[src/rtl/writeback_stage_pkg.sv]
// Shared definitions for the writeback stage.
//   - control-word bit positions
//   - register-file input select encoding
//   - writeback FSM state encoding
//   - load classification helper
package writeback_stage_pkg;

   localparam int CW_W        = 12;
   localparam int CW_MEM_WE   = 7;
   localparam int CW_MEM_REQ  = 8;
   localparam int CW_REG_WE   = 9;
   localparam int CW_INSEL_LO = 10;
   localparam int CW_INSEL_HI = 11;

   typedef enum logic [1:0] {
      INSEL_ALU  = 2'd0,
      INSEL_UIMM = 2'd1,
      INSEL_MEM  = 2'd2,
      INSEL_PC4  = 2'd3
   } reg_insel_e;

   typedef enum logic {
      ST_RUN      = 1'b0,
      ST_WAIT_MEM = 1'b1
   } wb_state_e;

   function automatic logic is_load(input logic [CW_W-1:0] cw);
      return cw[CW_MEM_REQ] & ~cw[CW_MEM_WE];
   endfunction

endpackage

[src/rtl/writeback_stage.sv]
// Writeback stage: holds one op in stage register W, waits for load data when
// W holds a load, and drives the register-file write port.
//
// Ports
//   clk, rst          stage clock, async active-high reset
//   clk_en            global advance enable (low freezes all state)
//   valid_in          upstream op present
//   control_word_in   decoded control word
//   inst_in           instruction (rd, upper immediate)
//   ip_in             word address of the op
//   alu_result        execute result
//   mem_rdata         load data, qualified by mem_rvalid
//   mem_rvalid        one-cycle load-data strobe
//   stall             upstream must hold its op
//   reg_we/reg_din/rd_addr   register-file write port
//   instret           retired-op count (wraps)
//   mem_wait_cnt      cycles spent waiting for load data (saturates)
//   mem_err           sticky flag: load-data strobe with no load pending
//
// state       | meaning
// ST_RUN      | W holds a non-load or bubble; retires every enabled edge
// ST_WAIT_MEM | W holds a load; stage holds until mem_rvalid
module writeback_stage
   import writeback_stage_pkg::*;
(
   input  logic        clk,
   input  logic        rst,
   input  logic        clk_en,
   input  logic        valid_in,
   input  logic [11:0] control_word_in,
   input  logic [31:0] inst_in,
   input  logic [29:0] ip_in,
   input  logic [31:0] alu_result,
   input  logic [31:0] mem_rdata,
   input  logic        mem_rvalid,
   output logic        stall,
   output logic        reg_we,
   output logic [31:0] reg_din,
   output logic [4:0]  rd_addr,
   output logic [31:0] instret,
   output logic [7:0]  mem_wait_cnt,
   output logic        mem_err
);

   wb_state_e  state;
   logic       w_valid;
   logic       w_reg_we;
   reg_insel_e w_insel;
   logic [4:0] w_rd;
   logic [31:0] w_alu;
   logic [29:0] w_ip;
   logic [31:0] w_uimm;

   logic retire;

   // Control bits and instruction fields this stage never looks at.
   logic unused_in_bits;
   assign unused_in_bits = ^{control_word_in[6:0], inst_in[31:21]};

   assign stall   = (state == ST_WAIT_MEM) & ~mem_rvalid;
   // A load retires only in its strobe cycle; anything else in W retires
   // on every enabled edge.
   assign retire  = clk_en & w_valid & ((state == ST_RUN) | mem_rvalid);
   assign reg_we  = retire & w_reg_we;
   assign rd_addr = w_rd;

   always_comb begin
      reg_din = w_alu;
      case (w_insel)
         INSEL_ALU:  reg_din = w_alu;
         INSEL_UIMM: reg_din = w_uimm;
         INSEL_MEM:  reg_din = mem_rdata;
         INSEL_PC4:  reg_din = {w_ip + 30'd1, 2'b00};
         default:    reg_din = w_alu;
      endcase
   end

   always_ff @(posedge clk or posedge rst) begin
      if (rst) begin
         state        <= ST_RUN;
         w_valid      <= 1'b0;
         w_reg_we     <= 1'b0;
         w_insel      <= INSEL_ALU;
         w_rd         <= '0;
         w_alu        <= '0;
         w_ip         <= '0;
         w_uimm       <= '0;
         instret      <= '0;
         mem_wait_cnt <= '0;
         mem_err      <= 1'b0;
      end else if (clk_en) begin
         if (retire)
            instret <= instret + 32'd1;
         if (stall && (mem_wait_cnt != 8'hFF))
            mem_wait_cnt <= mem_wait_cnt + 8'd1;
         if ((state == ST_RUN) && mem_rvalid)
            mem_err <= 1'b1;
         // W advances whenever not stalled, which includes the strobe cycle
         // so back-to-back loads see no extra bubble.
         if (!stall) begin
            w_valid  <= valid_in;
            w_reg_we <= control_word_in[CW_REG_WE];
            w_insel  <= reg_insel_e'(control_word_in[CW_INSEL_HI:CW_INSEL_LO]);
            w_rd     <= inst_in[20:16];
            w_alu    <= alu_result;
            w_ip     <= ip_in;
            w_uimm   <= {inst_in[15:0], 16'h0000};
            state    <= (valid_in && is_load(control_word_in)) ? ST_WAIT_MEM : ST_RUN;
         end
      end
   end

endmodule

[config.mk]
export PLATFORM = sky130hd
export DESIGN_NAME = writeback_stage
export DESIGN_NICKNAME = d
export VERILOG_FILES = /design/src/rtl/writeback_stage_pkg.sv /design/src/rtl/writeback_stage.sv
export SDC_FILE = /design/constraint.sdc
export NUM_CORES = 1
export LEC_CHECK = 0
export CORE_ASPECT_RATIO = 1.75
export CORE_MARGIN = 2
export CORE_UTILIZATION = 46
export CTS_CLUSTER_DIAMETER = 60
export DETAILED_ROUTE_END_ITERATION = 10
export PLACE_DENSITY_LB_ADDON = 0.12
export SYNTH_ARGS = -nofsm -noshare
export SYNTH_HDL_FRONTEND = slang
export SYNTH_SLANG_ARGS = --single-unit
[constraint.sdc]
create_clock -name clk -period 5.65 [get_ports clk]
set_input_delay 1.695 -clock clk [delete_from_list [all_inputs] [get_ports clk]]
set_output_delay 1.695 -clock clk [all_outputs]
set_load 0.05 [all_outputs]
==> metrics <==
worst-margin pin slew=0.994 ns; Die Span X=93.1 um; HP Class=reg -> reg; combinational family with the most area after synthesis=simple AND/OR/NAND/NOR gates; CTS clock-pin slew for the worst setup and hold paths=0.06 ns; top_reg_cell synth=dfrtp_1; NumNets Final=1062; WS Path Type=in -> out; row cnt=57; layout cells sized above 1=6.25%; first-pass GRT wire length=29.9 mm; GRT Total Usage=25.4%; Clock Latency Late Sink=0.41 ns; overall power=3.02 mW; Die Y=160 um; number of flops mapped to enable cells by yosys=0; Worst R2R End=w_ip[23]; hold endpoint=w_valid; hold buffers post-CTS=0; Hold Crit Start=w_valid; Mapped Avg Cell Area=8.87 um^2; Synth Register Bits=129; post-CTS setup buffers=0; reg2reg start=state; Post-Synth XOR/XNOR Area=9.05%; power density over the cells=330 nW/um^2; CP endpoint kind=primary output; final hold vios=0; Peak VDD IR=0.240 mV; DRC=0; CTS sink cnt=129; worst-case headroom to the max-slew limit=33.5%; Worst Path Arrival=3.49 ns; Routed WL per cell=16.4 um; port bufs=204; cell with the most instances after synthesis=nand2_1; I/O Pins=223; CTS root buf=clkbuf_16; post-synthesis compound-gate area fraction=6.44%; final setup fails=0; CP startpoint kind=primary input; critical-path maximum fanout=5; Worst Setup SP=clk_en; post-synthesis sequential area ratio=50.5%; Sum Neg Setup Slack=0 ns; Initial Util=46.6%; post-synth cell types=40; DIE AREA=14900 um^2; post-cts repair resize count=0; Leak=4.19 nW; Worst Clk Skew=0.0103 ns; post-synthesis cell area=6390 um^2; GPL Wtd Cong=0.800; CTS Buffer Depth=2; Synth top cells by count=nand2_1 (281), dfrtp_1 (129), xnor2_1 (42); simple-gate share of the synthesized area=27.1%; outcome=complete, no violations; final wirelength=18.1 mm; number of CTS-inserted buffers=17; CTS H-Tree Depth=4; Worst EP required=3.95 ns; RSZ-0062 raised after global routing=no; Detailed Route Iter0 Violations=234; share of flip-flops with an asynchronous set or reset=100%; core box area=13700 um^2; TritonRoute pass-1 iters=5; Synth Area in Adders=0.588%; Antenna Violating Nets Remaining=0; GRT overflow=0; fmax=0.193 GHz; area grow syn2layout=43.3%; Fillers=1139; top post-synthesis cells by area=dfrtp_1 (51%), nand2_1 (17%), xnor2_1 (5.8%); hpwl dp=12.7 mm; Reg2Reg Depth=5; Hold Path Cell Cnt=2; vias in the first global route=5936; diode count=0; post-synth top area share=50.5%; Reg2Reg Setup Slack=3.59 ns; area leader, netlist=dfrtp_1; final max-slew violation count=0; crit share post-route=91.8%; CTS tree=yes; routed via count=5686; Max-cap violations=0; multiplexer area fraction after synthesis=3.82%; Cells after Synth=720; Post-Syn Nets=866; Yosys Warn Count=0; Tmin final=5.18 ns; initial antenna violation count=0; DR vias/cell=5.15; largest net degree at the start of global routing=106
==> sequential cells by signal, summed over array words and instances (netlist names) <==
| register | count |
|---|---|
| instret | 32 |
| mem_err | 1 |
| mem_wait_cnt | 8 |
| rd_addr | 5 |
| state | 1 |
| w_alu | 32 |
| w_insel | 2 |
| w_ip | 30 |
| w_reg_we | 1 |
| w_uimm | 16 |
| w_valid | 1 |
==> kinds of logic (layout without fill, tap and decap cells) <==
group	after synthesis	count (layout)
compound gates	70	70
xor+xnor	66	66
fa+ha+maj	3	3
buf+inv	41	249
flops	129	129
mux	15	15
simple gates	396	396
==> critical path: stages <==
cell	delay, ns
clkdlybuf4s50_1	0.56
and2_1	0.25
and3_1	0.17
clkdlybuf4s50_1	0.81
==> area by class of cell <==
class                           instances  area (um^2)  share of cell area (%)
Multi-Input combinational cell        550         3010                    32.9
Clock buffer                           19          453                    4.95
Timing Repair Buffer                  208         2070                    22.6
Sequential cell                       129         3230                    35.3
Clock inverter                         12          135                    1.48
Inverter                               10         42.5                   0.465
Tap cell                              177          221                    2.42
==> through the flow <==
| step | util [%] | instance area, um^2 | hold slack (ns) | std cells | worst slack (ns) |
|---|---|---|---|---|---|
| floorplan | - | 6390 | 0.437 | 720 | 0.514 |
| global placement | 62.6 | 8570 | 0.452 | 1074 | 0.460 |
| detailed placement | 62.6 | 8570 | 0.455 | 1074 | 0.457 |
| CTS | 66.9 | 9160 | 0.471 | 1105 | 0.457 |
| global route | 66.9 | 9160 | 0.490 | 1105 | 0.310 |
| finish | 66.9 | 9160 | 0.471 | 1105 | 0.465 |
==> layout by cell type, fill, tap and decap left out, types with 2 or more instances in the layout <==
cell type / instances
nor3_1: 5
clkbuf_8: 2
clkinv_2: 2
nand2_1: 280
inv_6: 2
nand4_1: 18
ha_1: 3
or2_2: 2
clkbuf_16: 17
xnor2_1: 42
and3_1: 13
nor3_2: 2
nand3_1: 24
mux4_2: 6
clkinv_4: 3
nor4_4: 2
clkdlybuf4s50_1: 202
o22ai_1: 5
a21oi_1: 23
and4_1: 7
xor2_1: 24
mux2_2: 2
dfrtp_1: 128
inv_1: 8
clkinvlp_4: 4
a21o_1: 3
a22oi_1: 3
o21ai_0: 23
mux2i_1: 6
o31ai_1: 6
bufinv_16: 2
buf_4: 6
nor2_1: 35
a22o_1: 3
==> layer usage <==
layer	part of all wire (%)	up-vias	track usage, %	wire length, um
li1	-	2770	-	-
met1	39	2721	30.6	7080
met2	54	166	45.2	9750
met3	4.8	29	4.95	874
met4	2.0	0	8.22	362
met5	0	-	0	0
==> power breakdown <==
| part | switching (mW) | internal, mW | leakage [nW] |
|---|---|---|---|
| sequential | 0.100 | 1.02 | 1.63 |
| clock | 0.420 | 0.672 | 0.277 |
| combinational | 0.495 | 0.319 | 2.28 |
==> worst max path at each step <==
stage | slack [ns] | to
floorplan | 0.51 | instret[0]
global placement | 0.46 | reg_we
detailed placement | 0.46 | reg_we
CTS | 0.46 | reg_we
global route | 0.31 | reg_din[10]
finish | 0.47 | reg_we
No activity file was read; power rests on OpenSTA's default activity.
